[src/rtl/musa_loader_pkg.sv]
// Shared types and constants for the MUSA instruction-memory loader.
package musa_loader_pkg;

    localparam int MUSA_WORD_W     = 32;
    localparam int MUSA_WORD_BYTES = 4;

    typedef enum logic [2:0] {
        ST_IDLE,
        ST_LOAD,
        ST_CHECK,
        ST_RUN,
        ST_ERR
    } loader_state_t;

endpackage

[src/rtl/musa_imem_loader_if.sv]
// Upstream word stream plus instruction-memory write port of the loader.
interface musa_imem_loader_if #(
    parameter int ADDR_W = 32
);
    logic                                   in_valid;
    logic [musa_loader_pkg::MUSA_WORD_W-1:0] in_data;
    logic                                   in_ready;
    logic [musa_loader_pkg::MUSA_WORD_W-1:0] write_data;
    logic [ADDR_W-1:0]                      adr_write;
    logic                                   write_en;

    // Host/bench side: produces the stream, observes the memory writes.
    modport master (
        output in_valid, in_data,
        input  in_ready, write_data, adr_write, write_en
    );

    // Loader side.
    modport slave (
        input  in_valid, in_data,
        output in_ready, write_data, adr_write, write_en
    );
endinterface

[src/rtl/musa_loader_csum.sv]
// Running mod-2^32 sum of loaded words with equality compare; used only
// when MUSA_LOADER_CHECKSUM_EN is defined.
module musa_loader_csum
    import musa_loader_pkg::*;
(
    input  logic                   clk,
    input  logic                   rst,
    input  logic                   clr,
    input  logic                   add_en,
    input  logic [MUSA_WORD_W-1:0] add_val,
    input  logic [MUSA_WORD_W-1:0] cmp_val,
    output logic                   match
);
    logic [MUSA_WORD_W-1:0] sum_q;

    always_ff @(posedge clk or negedge rst) begin
        if (!rst)        sum_q <= '0;
        else if (clr)    sum_q <= '0;
        else if (add_en) sum_q <= sum_q + add_val;
    end

    assign match = (sum_q == cmp_val);
endmodule

[src/rtl/musa_imem_loader.sv]
// Streams instruction words into imem, then releases the core via cpu_run.
// Optional checksum word after the data: define MUSA_LOADER_CHECKSUM_EN.
module musa_imem_loader
    import musa_loader_pkg::*;
#(
    parameter int                ADDR_W    = 32,
    parameter int                DEPTH     = 256,
    parameter logic [ADDR_W-1:0] BASE_ADDR = ADDR_W'(32'h0000_0000)
) (
    input  logic                     clk,
    input  logic                     rst,
    input  logic                     load_start,
    input  logic [$clog2(DEPTH):0]   load_len,
    musa_imem_loader_if.slave        bus,
    output logic                     busy,
    output logic                     cpu_run,
    output logic                     err,
    output logic [$clog2(DEPTH):0]   words_loaded
);
    localparam int LEN_W = $clog2(DEPTH) + 1;

    loader_state_t     state, state_nxt;
    logic [LEN_W-1:0]  len_q, words_q, sel_len;
    logic [ADDR_W-1:0] ptr_q;
    logic              restart_q;
    logic              restart, start_req, go_load;
    logic              load_done, in_ready_c, accept, load_acc;

    // A start seen in RUN/ERR parks in IDLE for one cycle so cpu_run/err
    // drop, then replays the latched length as if started from IDLE.
    assign restart   = load_start && (state == ST_RUN || state == ST_ERR);
    assign start_req = (state == ST_IDLE) && (load_start || restart_q);
    assign sel_len   = restart_q ? len_q : load_len;
    assign load_done = (words_q == len_q);
    assign go_load   = start_req && (state_nxt == ST_LOAD);

`ifdef MUSA_LOADER_CHECKSUM_EN
    logic csum_match;
    assign in_ready_c = (state == ST_LOAD && !load_done) || (state == ST_CHECK);

    musa_loader_csum u_csum (
        .clk     (clk),
        .rst     (rst),
        .clr     (go_load),
        .add_en  (load_acc),
        .add_val (bus.in_data),
        .cmp_val (bus.in_data),
        .match   (csum_match)
    );
`else
    // Gating on !load_done holds off the cycle after the last word, which
    // keeps cpu_run from overlapping the final write_en.
    assign in_ready_c = (state == ST_LOAD) && !load_done;
`endif

    assign accept   = bus.in_valid && in_ready_c;
    assign load_acc = accept && (state == ST_LOAD);

    always_ff @(posedge clk or negedge rst) begin
        if (!rst) state <= ST_IDLE;
        else      state <= state_nxt;
    end

    always_comb begin
        state_nxt = state;
        case (state)
            ST_IDLE: begin
                if (start_req) begin
                    if (sel_len == '0)                 state_nxt = ST_RUN;
                    else if (sel_len > LEN_W'(DEPTH))  state_nxt = ST_ERR;
                    else                               state_nxt = ST_LOAD;
                end
            end
            ST_LOAD: begin
`ifdef MUSA_LOADER_CHECKSUM_EN
                if (load_done) state_nxt = ST_CHECK;
`else
                if (load_done) state_nxt = ST_RUN;
`endif
            end
`ifdef MUSA_LOADER_CHECKSUM_EN
            ST_CHECK: begin
                if (accept) state_nxt = csum_match ? ST_RUN : ST_ERR;
            end
`endif
            ST_RUN, ST_ERR: begin
                if (load_start) state_nxt = ST_IDLE;
            end
            default: state_nxt = ST_IDLE;
        endcase
    end

    always_ff @(posedge clk or negedge rst) begin
        if (!rst) begin
            len_q          <= '0;
            words_q        <= '0;
            ptr_q          <= BASE_ADDR;
            restart_q      <= 1'b0;
            bus.write_en   <= 1'b0;
            bus.write_data <= '0;
            bus.adr_write  <= '0;
        end else begin
            restart_q    <= restart;
            bus.write_en <= load_acc;
            if (restart)      len_q <= load_len;
            else if (go_load) len_q <= sel_len;
            if (go_load) begin
                words_q <= '0;
                ptr_q   <= BASE_ADDR;
            end else if (load_acc) begin
                words_q <= words_q + 1'b1;
                ptr_q   <= ptr_q + ADDR_W'(MUSA_WORD_BYTES);
            end
            if (load_acc) begin
                bus.write_data <= bus.in_data;
                bus.adr_write  <= ptr_q;
            end
        end
    end

    assign bus.in_ready  = in_ready_c;
    assign busy          = (state == ST_LOAD) || (state == ST_CHECK);
    assign cpu_run       = (state == ST_RUN);
    assign err           = (state == ST_ERR);
    assign words_loaded  = words_q;
endmodule

[src/flat_wrapper.sv]
// flat-port wrapper written by rule: the top's interface ports become plain ports
module musa_imem_loader_flat import musa_loader_pkg::*;
#(
    parameter int                ADDR_W    = 32,
    parameter int                DEPTH     = 256,
    parameter logic [ADDR_W-1:0] BASE_ADDR = ADDR_W'(32'h0000_0000)
)
  (clk, rst, load_start, load_len, busy, cpu_run, err, words_loaded, bus_in_valid, bus_in_data, bus_in_ready, bus_write_data, bus_adr_write, bus_write_en);
  musa_imem_loader_if #(.ADDR_W(ADDR_W)) bus_i ();
  input  logic clk;
  input  logic rst;
  input  logic load_start;
  input  logic [$clog2(DEPTH):0] load_len;
  output logic busy;
  output logic cpu_run;
  output logic err;
  output logic [$clog2(DEPTH):0] words_loaded;
  input wire logic [$bits(bus_i.in_valid)-1:0] bus_in_valid;
  input wire logic [$bits(bus_i.in_data)-1:0] bus_in_data;
  output wire logic [$bits(bus_i.in_ready)-1:0] bus_in_ready;
  output wire logic [$bits(bus_i.write_data)-1:0] bus_write_data;
  output wire logic [$bits(bus_i.adr_write)-1:0] bus_adr_write;
  output wire logic [$bits(bus_i.write_en)-1:0] bus_write_en;
  assign bus_i.in_valid = bus_in_valid;
  assign bus_i.in_data = bus_in_data;
  assign bus_in_ready = bus_i.in_ready;
  assign bus_write_data = bus_i.write_data;
  assign bus_adr_write = bus_i.adr_write;
  assign bus_write_en = bus_i.write_en;
  musa_imem_loader #(.ADDR_W(ADDR_W), .DEPTH(DEPTH), .BASE_ADDR(BASE_ADDR)) u_core (.clk(clk), .rst(rst), .load_start(load_start), .load_len(load_len), .bus(bus_i), .busy(busy), .cpu_run(cpu_run), .err(err), .words_loaded(words_loaded));
endmodule
[config.mk]
export PLATFORM = sky130hd
export DESIGN_NAME = musa_imem_loader_flat
export DESIGN_NICKNAME = d
export VERILOG_FILES = /design/src/rtl/musa_loader_pkg.sv /design/src/rtl/musa_imem_loader_if.sv /design/src/rtl/musa_loader_csum.sv /design/src/rtl/musa_imem_loader.sv /design/src/flat_wrapper.sv
export SDC_FILE = /design/constraint.sdc
export NUM_CORES = 1
export LEC_CHECK = 0
export ABC_AREA = 1
export CORE_ASPECT_RATIO = 0.75
export CORE_UTILIZATION = 35
export CTS_CLUSTER_DIAMETER = 40
export DETAILED_ROUTE_END_ITERATION = 12
export SLEW_MARGIN = 20
export SYNTH_ARGS = -nofsm -noshare
export SYNTH_HDL_FRONTEND = slang
export SYNTH_HIERARCHICAL = 1
export SYNTH_SLANG_ARGS = --single-unit
[constraint.sdc]
create_clock -name clk -period 3.6 [get_ports clk]
set_input_delay 0.36 -clock clk [delete_from_list [all_inputs] [get_ports clk]]
set_output_delay 0.36 -clock clk [all_outputs]
set_load 0.05 [all_outputs]
==> qor.csv, run 1 <==
stage,metric,value,unit
outcome,status,"complete, but fails checks",
outcome,failed_checks,hold timing,
worst_setup_path,path_max_fanout,10,
floorplan,fp.dieH,116.2,um
clock_network,ctsHoldBuffers,0,
worst_setup_path,r2r_cells,13,
routing,remaining_drc_errors,0,
worst_setup_path,regToRegEndpoint,u_core/ptr_q[4],
pwr,vdd_drop_max,459.0,uV
timing,rsz0062_at_grt,no,
placement,place_congestion,0.9217,
timing,drv_slew,0,
pwr,switchingPower,0.002512,W
worst_setup_path,worstReg2RegStart,u_core/words_loaded[6],
worst_setup_path,worstPathRequired,3.24,ns
synth,ys_ff_latch,115,
worst_setup_path,crit_path_end_kind,primary output,
pwr,p_leak,3.947,nW
pwr,p_clk_frac,0.274,
floorplan,rows,41,
clock_network,cts_buffers,17,
routing,vias_per_cell,4.761,
clock_network,root_buffer,clkbuf_16,
grt,grt_pass1_vias,5213,
finish,final_common_cell,nand2_1,
pwr,power_density,741.9,nW/um2
pwr,swShare,0.4233,
synth,syn_inst,836,
pwr,p_int,0.003422,W
timing,min_period_over_period,0.8178,
synth,synth_top_area_frac,0.4732,
clock_network,clk_path_buf_depth,2,
worst_setup_path,cp.arrival,2.58,ns
synth,yosys-top-cells-area,"dfrtp_1 (47%), nand2_1 (21%), nand3_1 (5.8%), inv_1 (5.8%), nor2_1 (3.6%)",
worst_setup_path,worstSetupPathType,register to primary output,
floorplan,pin_count,123,
timing,hold_viol,3,
routing,wl_per_cell,13.64,um
routing,vias,5609,
floorplan,core_area,16930,um2
placement,place_hpwl,11050,um
grt,grt_overflow,0,
synth,synth_cell_type_count,32,
timing,max_slew.worst_pin.slew,0.7351,ns
clock_network,clk_pin_slew,0.05,ns
timing,fmax,339.7,MHz
grt,grt_pass1_wl,26340,um
floorplan,die_x,154.2,um
finish,num-fill-cells,1710,
grt,grt_max_degree,64,
routing,drt_iter0_markers,460,
finish,layout.nets,998,
pwr,p_comb_frac,0.420,
finish,drive_gt1_frac,0.04777,
finish,diodes,0,
worst_setup_path,r2r_setup_slack,1.00,ns
synth,syn_avg_cell_area,7.275,um2
worst_setup_path,critPathMaxStageDelay,0.83,ns
grt,grt.total_usage,0.1876,
timing,period_needed,2.944,ns
clock_network,cts_max_level,4,
clock_network,post_cts_resized,0,
synth,yosysWarnings,6,
floorplan,die_area,17910,um2
job,max_cap_viol_count,0,
synth,yosysTopAreaCell,dfrtp_1,
timing,setup_viol,0,
clock_network,cts.sinks,115,
routing,antenna_left,0,
pwr,seq_power_share,0.306,
worst_setup_path,slowest_stage,clkdlybuf4s50_1,
worst_setup_path,path_cells,nor3_2 > inv_1 > nor2_1 > clkdlybuf4s50_1,
hold_path,hold_class,primary input to asynchronous set/reset pin,
timing,clock-skew-final,0.005859,ns
finish,syn_to_final_growth,31.50,%
clock_network,cts_setup_buffers,0,
clock_network,tritoncts,yes,
placement,portBuffers,120,
routing,drt-pass1-iter-count,5,
timing,setup_tns,0,ns
synth,yosysSeqAreaShare,0.4732,
timing,whs,-0.008110,ns
grt,antenna_found_initial,0,
finish,final_cell_mix,"nand2_1 (343), clkdlybuf4s50_1 (119), dfrtp_1 (115), inv_1 (94), nand3_1 (71)",
worst_setup_path,crit_path_start_kind,register,
pwr,power.total,0.005934,W
clock_network,clkLatencyLatePin,0.41,ns
synth,syn_area,6082,um2
timing,maxSlewHeadroom,0.5099,
floorplan,start_util,0.3593,
routing,finalWirelength,16070,um
-- layout make-up --
type / count / area, um2 / share of cell area
timing repair buffer: 129 / 1291 / 0.1615
inverter: 96 / 360.3 / 0.04506
clock buffer: 27 / 523.0 / 0.06539
clock inverter: 4 / 45.04 / 0.005632
sequential: 115 / 2878 / 0.3598
multi-input combinational: 592 / 2631 / 0.3290
tap: 215 / 269.0 / 0.03364
-- worst max path at each step --
| stage | slack [ns] | cells after the start | endpoint | startpoint |
|---|---|---|---|---|
| after global placement | 1.06 | 13 | u_core/ptr_q[4] | u_core/words_loaded[6] |
| after floorplan | 1.28 | 8 | u_core/ptr_q[11] | u_core/words_loaded[0] |
| after detailed placement | 1.02 | 8 | u_core/ptr_q[4] | u_core/state[2] |
| after CTS | 0.64 | 4 | bus_in_ready | u_core/state[2] |
| final | 0.66 | 4 | bus_in_ready | u_core/state[2] |
| after global routing | 0.53 | 4 | bus_in_ready | u_core/state[2] |
-- cells by family after synthesis --
| group | Yosys count | share of synthesized area |
|---|---|---|
| other | 1 | 0.0006166 |
| DFF | 115 | 0.4732 |
| AOI/OAI and AO/OA | 43 | 0.03682 |
| and+or+nand+nor | 525 | 0.3604 |
| xor gates and xnor gates | 20 | 0.02880 |
| buffers and inverters | 130 | 0.09607 |
| adders and majority gates | 2 | 0.004114 |
-- power groups by stage --
| stage | clock network (W) | logic (W) | registers, W |
|---|---|---|---|
| after floorplan | 0 | 0.000989 | 0.00256 |
| after global placement | 0 | 0.00249 | 0.00183 |
| after detailed placement | 0 | 0.00250 | 0.00183 |
| after CTS | 0.00166 | 0.00251 | 0.00182 |
| after global routing | 0.00171 | 0.00270 | 0.00186 |
| final | 0.00162 | 0.00249 | 0.00182 |
-- Yosys cell counts --
cell      count
o22ai_1       1
buf_2        11
o21ai_1       4
nand3b_1      2
nand2_2       1
buf_4        10
nand3_4       1
nor2b_1       1
buf_6         6
nand4_1      23
dfrtp_1     115
nand3_2       1
o21ai_2       1
a21oi_2       1
inv_1        94
nor2_2        2
nor3_2        1
nor2_1       59
nand2_1     343
nor3_1       17
conb_1        1
clkinv_1      1
nor3b_1       2
nand3_1      71
and3_1        1
o21ai_0      36
buf_1         1
xnor2_1       6
inv_2         1
ha_1          2
clkbuf_1      6
xor2_1       14
-- sequential cells by signal, indices dropped and copies added, names as in the netlist --
signal,count
u_core/ptr_q,30
u_core/state,3
u_core/len_q,9
u_core/words_loaded,9
u_core/restart_q,1
u_core/bus.write_data,32
u_core/bus.write_en,1
u_core/bus.adr_write,30
-- worst max-delay path: cells and delay by family (launching register included) --
family | cells | cell delay [ns]
buf+inv | 2 | 0.96
simple gates | 2 | 0.79
flops | 1 | 0.42
-- metal layers --
metal | track usage | wire length [um]
met5 | 0 | 0
met4 | 0.05133 | 117
met3 | 0.04898 | 745
met2 | 0.2752 | 7051
met1 | 0.2726 | 8158
-- metrics by stage --
step	instance area [um2]	instances	setup slack, ns	util	hold WS, ns
after floorplan	6086	837	1.284	-	0.06441
after global placement	7430	1147	1.056	0.4389	0.4603
after detailed placement	7430	1147	1.019	0.4389	0.4586
after CTS	7998	1178	0.6391	0.4724	0.01079
after global routing	7998	1178	0.5265	0.4724	0.04554
final	7998	1178	0.6559	0.4724	-0.008110
No activity file was read; power rests on OpenSTA's default activity.
==> run 2, diff against run 1 <==
clock period = 2.8 ns   (was 3.6 ns; I/O delays follow)
==> run 2 against run 1 <==
  * The run now ends clean
  * Largest cell class unchanged
  * Combinational power grew 31%
  * Global-route usage grew 0.30 points
  * Critical endpoint is now err
  * Largest power group unchanged
  * Sequential power grew 28%
  * Sequential cell count is the same
  * First-iteration DRC count grew 7.2%
  * Setup slack lost 0.10 ns
==> qor.csv, run 2 (same netlist as run 1, synthesis figures left out) <==
stage,metric,value,unit
outcome,status,"complete, no violations",
clock_network,clkLatencyLatePin,0.41,ns
grt,antenna_found_initial,0,
floorplan,die_area,17910,um2
routing,vias_per_cell,4.730,
clock_network,clk_path_buf_depth,2,
floorplan,fp.dieH,116.2,um
placement,place_congestion,0.8793,
timing,drv_slew,0,
worst_setup_path,worstReg2RegStart,u_core/words_loaded[5],
finish,layout.nets,1006,
floorplan,rows,41,
finish,top_regs,"u_core/bus.write_data (32), u_core/bus.adr_write (30), u_core/ptr_q (30)",
floorplan,pin_count,123,
floorplan,die_x,154.2,um
hold_path,min_from,bus_in_data[22],
routing,wl_per_cell,13.40,um
worst_setup_path,critPathTopFamily,buffers and inverters,
finish,syn_to_final_growth,33.84,%
clock_network,cts_max_level,4,
routing,vias,5614,
pwr,power_density,975.3,nW/um2
finish,final_common_cell,nand2_1,
finish,fin_util,0.4809,
timing,maxSlewHeadroom,0.5403,
timing,setup_tns,0,ns
grt,grt_pass1_wl,26780,um
timing,fmax,444.7,MHz
grt,grt_overflow,0,
worst_setup_path,regToRegEndpoint,u_core/ptr_q[7],
clock_network,tritoncts,yes,
timing,min_period_over_period,0.8031,
floorplan,core_area,16930,um2
finish,final_cell_mix,"nand2_1 (343), clkdlybuf4s50_1 (118), dfrtp_1 (115), inv_1 (94), nand3_1 (71)",
placement,place_hpwl,11030,um
worst_setup_path,worstPathRequired,2.52,ns
timing,period_needed,2.249,ns
worst_setup_path,r2r_cells,12,
clock_network,clk_pin_slew,0.06,ns
hold_path,hold_depth,3,
placement,placed_area,7492,um2
worst_setup_path,r2r_setup_slack,0.57,ns
hold_path,hold_class,primary input to register,
finish,largest_reg_flops,32,
worst_setup_path,crit_path_start_kind,register,
worst_setup_path,path_cells,nor2_1 > nand2_1 > inv_1 > clkdlybuf4s50_1,
grt,grt.total_usage,0.1906,
clock_network,cts_setup_buffers,0,
clock_network,post_cts_resized,0,
placement,portBuffers,120,
pwr,p_leak,4.016,nW
clock_network,cts_buffers,17,
worst_setup_path,crit_buf_inv,2,
finish,diodes,0,
timing,max_slew.worst_pin.slew,0.6895,ns
finish,fin_area,8140,um2
worst_setup_path,crit_path_end_kind,primary output,
grt,grt_max_degree,65,
timing,setup_viol,0,
timing,hold_viol,0,
worst_setup_path,critPathMaxStageDelay,0.80,ns
worst_setup_path,path_max_fanout,3,
routing,drt-pass1-iter-count,5,
worst_setup_path,slowest_stage,clkdlybuf4s50_1,
finish,top_register,u_core/bus.write_data,
hold_path,hold_path_end,u_core/bus.write_data[22],
timing,clock-skew-final,0.01206,ns
pwr,vdd_drop_max,566.9,uV
routing,remaining_drc_errors,0,
clock_network,cts.sinks,115,
grt,grt_pass1_vias,5277,
timing,rsz0062_at_grt,no,
finish,drive_gt1_frac,0.05864,
routing,antenna_left,0,
routing,finalWirelength,15910,um
worst_setup_path,worstSetupPathType,register to primary output,
clock_network,root_buffer,clkbuf_16,
floorplan,start_util,0.3593,
routing,drt_iter0_markers,493,
timing,whs,0.4007,ns
job,max_cap_viol_count,0,
worst_setup_path,cp.arrival,1.97,ns
-- run 2: cell types whose count changed in the layout (fill, tap and decap cells not counted) --
| cell | change |
|---|---|
| clkbuf_1 | -2 |
| buf_12 | +1 |
| bufinv_16 | +3 |
| clkbuf_8 | -2 |
| clkdlybuf4s50_1 | -1 |
| dlygate4sd3_1 | +1 |
| buf_4 | +7 |
| clkinvlp_4 | +2 |
-- run 2: worst max path at each step --
stage,startpoint,end,cells after the start
4_1_cts,u_core/state[1],err,4
3_3_place_gp,u_core/words_loaded[5],u_core/ptr_q[4],12
6_report,u_core/state[0],err,4
3_5_place_dp,load_len[1],u_core/ptr_q[25],12
5_1_grt,u_core/words_loaded[5],u_core/ptr_q[3],13
2_1_floorplan,u_core/words_loaded[0],u_core/ptr_q[11],8
-- run 2: layer usage --
layer / wire [um] / vias up / track usage / share of wire
met5: 0 / - / 0 / 0
met2: 6863 / 141 / 0.2858 / 0.43
met1: 8186 / 2609 / 0.2778 / 0.51
met4: 87 / 0 / 0.05400 / 0.0055
li1: - / 2856 / - / -
met3: 770 / 8 / 0.04045 / 0.048
-- run 2: worst register-to-register path, delay by kind of cell, from the launching register on --
family	cells	cell delay, ns
flip-flops	1	0.48
AND/OR/NAND/NOR	7	0.68
AO/OA/AOI/OAI	1	0.16
buffers and inverters	4	0.78
-- run 2: area by class of cell --
| class | instances | area (um2) |
|---|---|---|
| Clock buffer | 23 | 488.0 |
| Sequential cell | 115 | 2878 |
| Tap cell | 215 | 269.0 |
| Clock inverter | 9 | 150.1 |
| Fill cell | 1680 | 8788 |
| Multi-Input combinational cell | 592 | 2631 |
| Inverter | 96 | 360.3 |
| Timing Repair Buffer | 137 | 1364 |
-- run 2: what timing repair did --
action / CTS / global route
hold buffers: 1 / 0
hold endpoints to repair: 50 / 0
setup endpoints to repair: 0 / 0
-- run 2: through the flow --
| step | power [W] | std cells | setup WS, ns |
|---|---|---|---|
| after floorplan | 0.004559 | 837 | 0.4844 |
| after CTS | 0.008024 | 1187 | 0.5055 |
| after global routing | 0.008412 | 1187 | 0.3305 |
| after global placement | 0.005627 | 1154 | 0.5882 |
| after detailed placement | 0.005636 | 1154 | 0.5444 |
| final | 0.007939 | 1187 | 0.5514 |
-- run 2: where the power goes --
part,switching [W],internal (W)
Combinational,0.00224,0.00103
Sequential,0.000281,0.00205
Clock,0.000753,0.00158
Total,0.00327,0.00467
==> run 3, diff against run 2 <==
clock period = 2.3 ns   (was 2.8 ns; I/O delays follow)
==> run 3 against run 2 <==
  * Total power grew 18%
  * Combinational power increased by 23%
  * First-iteration DRC count down 29%
  * Routed wire length is 0.86% lower
  * Sequential share of layout area about the same
  * Global-route usage is 0.42 points lower
  * Final cell count rose by 0.25%
  * Worst hold slack got worse by 0.077 ns
==> qor.csv, run 3 (same netlist as run 1, synthesis figures left out) <==
stage,metric,value,unit
placement,placed_area,7557,um2
timing,setup_viol,0,
outcome,status,"complete, no violations",
routing,drt_iter0_markers,351,
finish,diodes,0,
timing,maxSlewHeadroom,0.6416,
worst_setup_path,worstPathRequired,2.07,ns
placement,place_hpwl,11310,um
clock_network,cts_max_level,4,
finish,top_register,u_core/bus.write_data,
pwr,p_leak,4.050,nW
worst_setup_path,crit_path_start_kind,register,
clock_network,cts_buffers,17,
routing,antenna_left,0,
finish,layout.cells.non_filler,1190,
timing,drv_slew,0,
clock_network,cts.sinks,115,
grt,grt.total_usage,0.1864,
routing,finalWirelength,15770,um
floorplan,pin_count,123,
floorplan,die_x,154.2,um
floorplan,start_util,0.3593,
routing,drt-pass1-iter-count,5,
finish,syn_to_final_growth,33.90,%
worst_setup_path,cp.arrival,1.93,ns
clock_network,tritoncts,yes,
floorplan,core_area,16930,um2
worst_setup_path,path_max_fanout,5,
timing,rsz0062_at_grt,no,
timing,setup_tns,0,ns
pwr,vdd_drop_max,748.8,uV
hold_path,hold_class,primary input to asynchronous set/reset pin,
timing,fin_ws,0.1448,ns
placement,place_congestion,0.8861,
grt,antenna_found_initial,0,
placement,pre_cts_ws,0.1775,ns
routing,vias,5628,
routing,remaining_drc_errors,0,
floorplan,die_area,17910,um2
grt,grt_max_degree,71,
finish,largest_reg_flops,32,
pwr,power_density,1153,nW/um2
floorplan,rows,41,
timing,max_slew.worst_pin.slew,0.5360,ns
finish,layout.nets,1011,
finish,top_regs,"u_core/bus.write_data (32), u_core/bus.adr_write (30), u_core/ptr_q (30)",
timing,clock-skew-final,0.01037,ns
grt,grt_pass1_vias,5172,
placement,placedCellCount,1159,
grt,grt_pass1_wl,26210,um
timing,fmax,464.0,MHz
clock_network,clkLatencyLatePin,0.41,ns
clock_network,root_buffer,clkbuf_16,
finish,fin_area,8144,um2
finish,final_cell_mix,"nand2_1 (343), clkdlybuf4s50_1 (117), dfrtp_1 (115), inv_1 (94), nand3_1 (71)",
routing,vias_per_cell,4.729,
timing,whs,0.3242,ns
worst_setup_path,worstSetupPathType,register to primary output,
timing,min_period_over_period,0.9370,
finish,drive_gt1_frac,0.06256,
routing,wl_per_cell,13.25,um
clock_network,clk_pin_slew,0.05,ns
timing,hold_viol,0,
finish,final_common_cell,nand2_1,
clock_network,clk_path_buf_depth,2,
placement,portBuffers,120,
worst_setup_path,crit_path_end_kind,primary output,
grt,grt_overflow,0,
timing,period_needed,2.155,ns
job,max_cap_viol_count,0,
floorplan,fp.dieH,116.2,um
run 3: per-layer routing:
| metal | track usage | routed length [um] |
|---|---|---|
| met3 | 0.04750 | 856 |
| met2 | 0.2861 | 7006 |
| met4 | 0.04533 | 95 |
| met5 | 0 | 0 |
| met1 | 0.2639 | 7813 |
run 3: worst max-delay path, cell delays in order, from the launching register on:
cell	delay [ns]
dfrtp_1	0.42
nor2_1	0.24
clkdlybuf4s50_1	0.85
run 3: timing repair:
action | CTS | global route
gates resized for setup | 0 | 1
endpoints found under the setup margin | 0 | 1
hold buffers | 1 | 0
setup buffers | 0 | 0
endpoints found under the hold margin | 32 | 0
run 3: final timing paths:
| kind | endpoint | slack [ns] | startpoint | cells after the start |
|---|---|---|---|---|
| hold reg to reg | u_core/bus.write_data[6] | 0.48 | u_core/bus.write_data[6] | 2 |
| setup / recovery | cpu_run | 0.14 | u_core/state[2] | 2 |
| hold / removal | u_core/bus.adr_write[14] | 0.32 | rst | 2 |
| setup reg to reg | u_core/ptr_q[8] | 0.27 | u_core/words_loaded[2] | 11 |
| min in group clk | u_core/bus.write_data[23] | 0.35 | bus_in_data[23] | 3 |
| max in group asynchronous | u_core/bus.write_data[19] | 1.32 | rst | 3 |
run 3: power by group:
| group | internal [W] | switching, W | leakage (nW) |
|---|---|---|---|
| registers | 0.00250 | 0.000343 | 1.53 |
| clock network | 0.00167 | 0.000868 | 0.288 |
| logic | 0.00130 | 0.00272 | 2.23 |
run 3: metrics by stage:
stage	util	total power [W]
6_report	0.4811	0.009393
2_1_floorplan	-	0.005555
5_1_grt	0.4811	0.009948
3_5_place_dp	0.4464	0.006908
3_3_place_gp	0.4464	0.006904
4_1_cts	0.4809	0.009508
run 3: final cells by class:
cell class,instances,area (um2)
fillers,1689,8785
flip-flops and latches,115,2878
multi-input cells,592,2634
repair buffers,142,1429
clock buffers,26,529.3
inverters,96,360.3
well taps,215,269.0
clock inverters,4,45.04
